[config.mk]
export PLATFORM = sky130hd
export DESIGN_NAME = instr_fetch_stage
export DESIGN_NICKNAME = d
export VERILOG_FILES = /design/src/rtl/instr_fetch_stage.sv
export SDC_FILE = /design/constraint.sdc
export NUM_CORES = 1
export LEC_CHECK = 0
export ABC_AREA = 0
export CAP_MARGIN = 20
export CORE_AREA = 5 5 155 127
export CTS_BUF_LIST = sky130_fd_sc_hd__clkbuf_4 sky130_fd_sc_hd__clkbuf_8
export DETAILED_ROUTE_END_ITERATION = 16
export DIE_AREA = 0 0 160 132
export GPL_TIMING_DRIVEN = 0
export PLACE_DENSITY = 0.79
export SLEW_MARGIN = 20
export SYNTH_ARGS = -nofsm -noshare
export SYNTH_HDL_FRONTEND = slang
export SYNTH_SLANG_ARGS = --single-unit
[constraint.sdc]
create_clock -name clk_i -period 6.8 [get_ports clk_i]
set_input_delay 1.7 -clock clk_i [delete_from_list [all_inputs] [get_ports clk_i]]
set_output_delay 1.7 -clock clk_i [all_outputs]
set_load 0.005 [all_outputs]
[src/rtl/instr_fetch_stage.sv]
// -----------------------------------------------------------------------------
// instr_fetch_stage
//
// Instruction-fetch stage. It owns the program counter, issues in-order
// requests to instruction memory and keeps up to two returned instructions in
// a small prefetch buffer that feeds the IF/ID register directly. A branch
// redirect flushes the buffer and drops the responses of every request that
// was already in flight.
//
// Ports
//   clk_i          clock, all state updates on the rising edge
//   reset_i        synchronous, active-low reset
//   imem_req_o     fetch request valid
//   imem_addr_o    fetch address (word aligned)
//   imem_gnt_i     request accepted this cycle (only meaningful with req)
//   imem_rvalid_i  response valid, responses return in request order
//   imem_rdata_i   response instruction
//   redirect_i     branch/jump taken: flush and refetch
//   redirect_pc_i  new fetch address, bits [1:0] ignored
//   stall_i        IF/ID register cannot accept this cycle
//   instr_valid_o  buffer head valid
//   instr_o        buffer head instruction (0 when empty)
//   instr_pc_o     PC of buffer head (0 when empty)
// -----------------------------------------------------------------------------
module instr_fetch_stage #(
   parameter int unsigned       ADDR_W   = 32,
   parameter int unsigned       DATA_W   = 32,
   parameter logic [ADDR_W-1:0] RESET_PC = '0
) (
   input  logic              clk_i,
   input  logic              reset_i,
   output logic              imem_req_o,
   output logic [ADDR_W-1:0] imem_addr_o,
   input  logic              imem_gnt_i,
   input  logic              imem_rvalid_i,
   input  logic [DATA_W-1:0] imem_rdata_i,
   input  logic              redirect_i,
   input  logic [ADDR_W-1:0] redirect_pc_i,
   input  logic              stall_i,
   output logic              instr_valid_o,
   output logic [DATA_W-1:0] instr_o,
   output logic [ADDR_W-1:0] instr_pc_o
);

   localparam logic [ADDR_W-1:0] PC_STEP = ADDR_W'(4);

   typedef struct packed {
      logic [ADDR_W-1:0] pc;
      logic [DATA_W-1:0] instr;
   } entry_t;

   // Control state
   logic [ADDR_W-1:0] r_fetch_pc;     // address of the next request
   logic [ADDR_W-1:0] r_resp_pc;      // PC belonging to the next kept response
   logic [1:0]        r_outstanding;  // granted, response not yet seen
   logic [1:0]        r_discard;      // stale responses still to be dropped
   logic [1:0]        r_count;        // prefetch buffer occupancy

   // Prefetch buffer, slot 0 is the head
   entry_t            r_fifo [2];

   logic              w_pop;
   logic              w_rsp;
   logic              w_push;
   logic              w_req;
   logic              w_grant;
   logic [2:0]        w_inflight;
   logic [1:0]        w_out_after_rsp;
   logic [ADDR_W-1:0] w_redirect_pc;
   entry_t            w_new_entry;

   assign w_pop = instr_valid_o & ~stall_i;

   // A response with nothing outstanding belongs to a request abandoned by a
   // reset, so it is ignored entirely.
   assign w_rsp = imem_rvalid_i & (r_outstanding != 2'd0);

   // Kept responses only: stale ones are counted off by r_discard, and the
   // buffer is being flushed in a redirect cycle anyway.
   assign w_push = reset_i & ~redirect_i & w_rsp & (r_discard == 2'd0);

   // Credit rule: every granted request must have a buffer slot waiting for
   // it, counting the slot freed by this cycle's pop. This is what keeps the
   // two-entry buffer from ever overflowing.
   assign w_inflight = {1'b0, r_outstanding} + {1'b0, r_count} - {2'b00, w_pop};
   assign w_req      = reset_i & ~redirect_i & (w_inflight < 3'd2);
   assign w_grant    = w_req & imem_gnt_i;

   assign w_out_after_rsp = r_outstanding - {1'b0, w_rsp};
   assign w_redirect_pc   = redirect_pc_i & ~ADDR_W'(3);
   assign w_new_entry     = '{pc: r_resp_pc, instr: imem_rdata_i};

   // NOTE: sequential state uses non-blocking assignments so every register
   // samples the pre-edge values of the others.
   always_ff @(posedge clk_i) begin
      if (!reset_i) begin
         r_fetch_pc    <= RESET_PC;
         r_resp_pc     <= RESET_PC;
         r_outstanding <= 2'd0;
         r_discard     <= 2'd0;
         r_count       <= 2'd0;
      end else if (redirect_i) begin
         // Everything still in flight after this cycle's response is stale;
         // this overwrites any discard already in progress.
         r_fetch_pc    <= w_redirect_pc;
         r_resp_pc     <= w_redirect_pc;
         r_outstanding <= w_out_after_rsp;
         r_discard     <= w_out_after_rsp;
         r_count       <= 2'd0;
      end else begin
         if (w_grant) begin
            r_fetch_pc <= r_fetch_pc + PC_STEP;
         end
         r_outstanding <= w_out_after_rsp + {1'b0, w_grant};
         if (w_rsp && (r_discard != 2'd0)) begin
            r_discard <= r_discard - 2'd1;
         end
         if (w_push) begin
            r_resp_pc <= r_resp_pc + PC_STEP;
         end
         r_count <= r_count + {1'b0, w_push} - {1'b0, w_pop};
      end
   end

   // NOTE: the buffer payload has no reset; r_count alone decides whether a
   // slot is meaningful, and the outputs are forced to 0 when it is empty.
   always_ff @(posedge clk_i) begin
      if (w_pop) begin
         r_fifo[0] <= r_fifo[1];
      end
      // Write slot is the occupancy after the pop; a push with a pop at
      // count=1 lands in the head and overrides the shift above.
      if (w_push) begin
         if ((r_count == 2'd0) || ((r_count == 2'd1) && w_pop)) begin
            r_fifo[0] <= w_new_entry;
         end else begin
            r_fifo[1] <= w_new_entry;
         end
      end
   end

   assign imem_req_o    = w_req;
   assign imem_addr_o   = r_fetch_pc;
   assign instr_valid_o = reset_i & (r_count != 2'd0);
   assign instr_o       = instr_valid_o ? r_fifo[0].instr : '0;
   assign instr_pc_o    = instr_valid_o ? r_fifo[0].pc    : '0;

endmodule
== Word level (Yosys, flattened, before mapping) ==
Memories as Yosys holds them, arrays and structs flattened.
Cells that the tools add are included.

* Flip-flop bits (word level): 70
* Bits in writable memories: 128
* Input bits: 70
* Logic and storage cells: 61
* Memories: 1

* Add/sub/neg operators: 9
* $lt $le $gt $ge: 1
* Eq/ne operators: 1
* Muxes and demuxes: 18
* Bitwise operators: 12
* Reductions and logical operators: 12

{| class="wikitable"
|+ Memory list
! name !! depth !! bits a word !! read ports !! clocked after memory_dff !! wr ports !! line !! text
|-
| r_fifo || 2 || 64 || 2 || 0 || 2 || 60 || <nowiki>entry_t r_fifo [2];</nowiki>
|}

{| class="wikitable"
|+ Operators with widths
! cell !! count
|-
| 32-bit two-way mux || 6
|-
| 32-bit by 3-bit adder with 32-bit output (second input constant) || 2
|-
| 64-bit two-way mux || 1
|-
| 2-bit nonzero test || 6
|-
| 1-bit bitwise AND || 8
|-
| 1-bit two-way mux || 8
|-
| 2-bit two-way mux || 3
|-
| 2-bit by 1-bit adder with 2-bit output || 2
|-
| 2-bit zero test || 2
|-
| 2-bit by 1-bit subtractor with 2-bit output || 2
|-
| 2-bit by 2-bit adder with 3-bit output || 1
|-
| 3-bit by 2-bit less-than comparator with 1-bit output (second input constant) || 1
|-
| 1-bit NOT || 3
|-
| 3-bit by 1-bit subtractor with 3-bit output || 1
|-
| 2-bit by 1-bit equality test with 1-bit output (second input constant) || 1
|-
| 1-bit logical AND || 2
|-
| 2-bit OR reduction || 1
|-
| 2-bit by 1-bit subtractor with 2-bit output (second input constant) || 1
|-
| 1-bit logical OR || 1
|-
| 1-bit bitwise OR || 1
|}

== Logic depth before layout (Yosys ltp) ==
* Depth after elaboration: 9
* Depth in mapped cells: 14
* Mapped depth without buffers: 11

== Worst setup path before layout ==
OpenSTA, ideal clock, no wires.

* Path kind: input -> register
* Start point: input port reset_i
* End point: memory r_fifo[0][100] (netlist name), enable pin
* Arrival: 4806 ps
* Required time: 6318 ps
* Path slack: 1512 ps
* Stages on the path: 5
* Buffers on the path: 1
* Cell sequence: buf_2 -> inv_2 -> o21a_1 -> nor2_1 -> nor2_1

{| class="wikitable"
|+ RTL lines
! element !! line !! text
|-
| start: declaration || 31 || <nowiki>input logic reset_i,</nowiki>
|-
| end: declaration || 60 ||
|}

== Worst setup path after layout ==
* Start point: input port stall_i
* End point: output port imem_req_o

* Cells in the longest elaborated chain, start to end: 5

{| class="wikitable"
|+ RTL lines
! element !! line !! text
|-
| start: declaration || 39 || <nowiki>input logic stall_i,</nowiki>
|-
| 1-bit NOT || 72 || <nowiki>assign w_pop = instr_valid_o & ~stall_i;</nowiki>
|-
| 1-bit bitwise AND || 72 ||
|-
| 3-bit by 1-bit subtractor with 3-bit output || 85 || <nowiki>assign w_inflight = {1'b0, r_outstanding} + {1'b0, r_count} - {2'b00, w_pop};</nowiki>
|-
| 3-bit by 2-bit less-than comparator with 1-bit output || 86 || <nowiki>assign w_req = reset_i & ~redirect_i & (w_inflight < 3'd2);</nowiki>
|-
| 1-bit bitwise AND || 86 ||
|-
| end: declaration || 32 || <nowiki>output logic imem_req_o,</nowiki>
|}

No other way between the ends.

==> key figures <==
Timing
  • Fin crit period: 5626 ps
  • Setup-failing EPs final: 0
  • Max transition margin: 0.2787
  • Layout Skew: 18.97 ps
  • Final worst path period share: 0.8273
  • RSZ-0062 raised after global routing: false
  • Slew Viols, Final: 0
  • Hold Violations, Final: 0
  • Worst Tran Pin Value: 1074 ps
  • Setup Total Neg Slack: 0 ps
  • Peak Freq: 177.8 MHz

CTS
  • H-tree Lvls: 4
  • Clk sinks: 190
  • TritonCTS clock tree: built
  • Gates resized, CTS repair: 0
  • CTS root buf: clkbuf_8
  • Clock Pin Slew Worst Setup and Hold Paths: 100 ps
  • Clock Latency Late Sink: 480 ps
  • Hold_buf cts: 0
  • CTS max path bufs: 2
  • Post-CTS Setup Inserts: 0
  • CTS Buf Count: 17

Worst setup path
  • Flop2flop setup slack: 3490 ps
  • Crit. End Element: primary output
  • Crit path max-delay cell type: clkdlybuf4s50_1
  • FF-to-FF End: r_outstanding[1]
  • Most frequent cell on the critical path: clkdlybuf4s50_1
  • WP data required: 5100 ps
  • Worst-path cell chain: clkdlybuf4s50_1 > nor3_1 > o21ai_0 > fa_1 > xor2_1 > and3_1 > clkdlybuf4s50_1
  • CP startpoint kind: input port
  • Critical path's largest stage delay: 500 ps
  • Worst Reg-to-Reg Cells: 13
  • WP data arrival: 3930 ps
  • R2r startpoint: r_count[1]
  • Critical Path Fanout Max: 4
  • Crit path kind: in -> out

Pwr
  • Pwr Density: 229.6 nW/um2
  • Static leakage: 3.765 nW
  • Tot Pwr: 2.567 mW
  • Worst IR Drop VDD: 163.5 uV

Final layout
  • Finished Core Util: 0.6249
  • Ant diodes: 0
  • Area growth syn-to-layout: 27.04%
  • Nets: 1025
  • Share of post-route cells with drive strength above 1: 0.1219
  • Final instance area: 11180 um2

Drt
  • DR vias: 6832
  • Routed WL: 22960 um
  • Post-DR vias/cell: 5.741
  • Drt wl/cell: 19.30 um
  • First-pass DRT Iterations: 5
  • Remaining antenna violation count: 0
  • # DRC: 0
  • DRT iter0 DRCs: 626

Outcome
  • Status: complete, no violations

Placement
  • PortBufs: 160
  • Placed instance area: 10780 um2
  • Gpl congestion: 0.9369
  • DP HPWL: 16660 um

Floorplan
  • Die height: 132 um
  • Row cnt: 44
  • Starting Density: 0.4919
  • Die Wd: 160 um
  • IO Pins: 168
  • Core area: 17890 um2
  • DIE AREA: 21120 um2

Yosys
  • Synth Register Bits: 190
  • Warnings, synthesis: 0
  • Async SR Flop Fraction: 0
  • Primary FF master, synth: edfxtp_1
  • Yosys cell types: 57
  • Seq/Total Area, Yosys: 0.5732
  • Syn Inst Count: 762
  • Post-synthesis average cell area: 11.55 um2
  • EDFF count, synth: 124
  • Synthesized area: 8801 um2

Global routing
  • Total GRT Usage: 0.2139
  • Initial antenna violation count: 0
  • Total gr overflow: 0
  • First-pass GRT wire length: 36140 um
  • Largest net degree at the start of global routing: 40
  • Vias in the first global route: 6677

Worst hold path
  • Worst hold endpoint: r_fifo[0][118]
  • Hold WC Path Type: reg -> reg
  • Hold Path Origin: r_resp_pc[22]
  • Worst hold path stage count: 0

Run
  • Max Cap Viol: 0
==> sequential cells by signal, summed over array words and instances, names as in the netlist <==
register	cells
r_fifo	124
r_discard	2
r_resp_pc	30
r_outstanding	2
imem_addr_o	30
r_count	2
==> cells by family after synthesis <==
kind of cell | synth area share
AND/OR/NAND/NOR | 0.1696
flip-flops | 0.5732
AO/OA/AOI/OAI | 0.08416
multiplexers | 0.08402
buffers and inverters | 0.03355
XOR/XNOR | 0.04279
adder cells (fa/ha/maj) | 0.01223
other | 0.0004261
==> critical path, delay by kind of cell <==
family          cells  cell delay [ps]
simple gates        2              510
compound gates      1              160
xor+xnor            1              180
fa+ha+maj           1              400
buf+inv             2              970
==> report_power, final <==
group / total (mW) / switching (mW) / internal (mW)
Clock: 0.770 / 0.458 / 0.312
Combinational: 0.435 / 0.231 / 0.204
Sequential: 1.36 / 0.0586 / 1.30
==> layout make-up <==
| cell class | count | area (um2) |
|---|---|---|
| timing repair buffer | 163 | 1669 |
| clock buffer | 17 | 234.0 |
| inverter | 16 | 60.06 |
| buffer | 44 | 235.2 |
| fill | 1449 | 6711 |
| sequential | 190 | 5045 |
| clock inverter | 15 | 167.7 |
| tap | 230 | 287.8 |
| multi-input combinational | 515 | 3482 |
==> per-stage QoR <==
| stage | hold slack (ps) | instances | setup slack (ps) |
|---|---|---|---|
| 6_report | 516.0 | 1190 | 1174 |
| 5_1_grt | 542.1 | 1190 | 967.3 |
| 4_1_cts | 515.2 | 1190 | 1157 |
| 3_5_place_dp | 492.1 | 1158 | 1175 |
| 3_3_place_gp | 502.0 | 1155 | -334.7 |
| 2_1_floorplan | 439.0 | 765 | 1512 |
==> how the worst max path moves through the flow <==
stage | from | end | slack, ps | cells after the start
floorplan | reset_i | r_fifo[0][100] | 1510 | 5
global placement | redirect_i | r_fifo[0][66] | -330 | 4
detailed placement | stall_i | imem_req_o | 1170 | 7
CTS | stall_i | imem_req_o | 1160 | 7
global route | reset_i | imem_req_o | 970 | 8
finish | stall_i | imem_req_o | 1170 | 7
==> cell usage after synthesis (5+ instances only) <==
cell type | instances | area (um2)
a21oi_1 | 43 | 215.2
a31oi_1 | 16 | 100.1
and2_1 | 71 | 444.2
and3_1 | 16 | 100.1
buf_2 | 5 | 25.02
buf_4 | 5 | 37.54
buf_6 | 6 | 67.56
clkbuf_1 | 28 | 105.1
dfxtp_1 | 66 | 1321
edfxtp_1 | 124 | 3724
ha_1 | 7 | 87.58
inv_1 | 15 | 56.30
mux2_1 | 8 | 90.09
mux2_2 | 55 | 619.3
nand2_1 | 40 | 150.1
nand3_1 | 30 | 150.1
nand4_1 | 37 | 231.5
nor2_1 | 26 | 97.59
nor3_1 | 16 | 80.08
nor4_1 | 7 | 43.79
o21ai_0 | 35 | 175.2
o22ai_1 | 8 | 50.05
or3_1 | 5 | 31.28
xnor2_1 | 10 | 87.58
xor2_1 | 33 | 289.0
==> routing by layer <==
metal / routed length, um / vias up / part of all wire / global-route usage
li1: - / 3178 / - / -
met1: 10270 / 3308 / 0.45 / 0.3028
met2: 10620 / 308 / 0.46 / 0.3282
met3: 1687 / 38 / 0.073 / 0.04877
met4: 389 / 0 / 0.017 / 0.06928
met5: 0 / - / 0 / 0
==> placed cells by master, fill, tap and decap left out, types with 6 or more instances in the layout <==
| master | count |
|---|---|
| nand4_1 | 37 |
| xor2_1 | 33 |
| nor2_1 | 25 |
| mux2_1 | 8 |
| inv_1 | 15 |
| clkbuf_8 | 17 |
| o22ai_1 | 8 |
| clkdlybuf4s50_1 | 160 |
| and3_1 | 16 |
| edfxtp_1 | 124 |
| buf_6 | 6 |
| dfxtp_1 | 66 |
| a21oi_1 | 43 |
| xnor2_1 | 10 |
| nand2_1 | 40 |
| nor3_1 | 16 |
| inv_8 | 6 |
| o21ai_0 | 35 |
| and2_1 | 71 |
| nand3_1 | 30 |
| nor4_1 | 7 |
| mux2_2 | 55 |
| ha_1 | 7 |
| clkbuf_1 | 28 |
| a31oi_1 | 16 |
(Power assumes the default switching activity.)
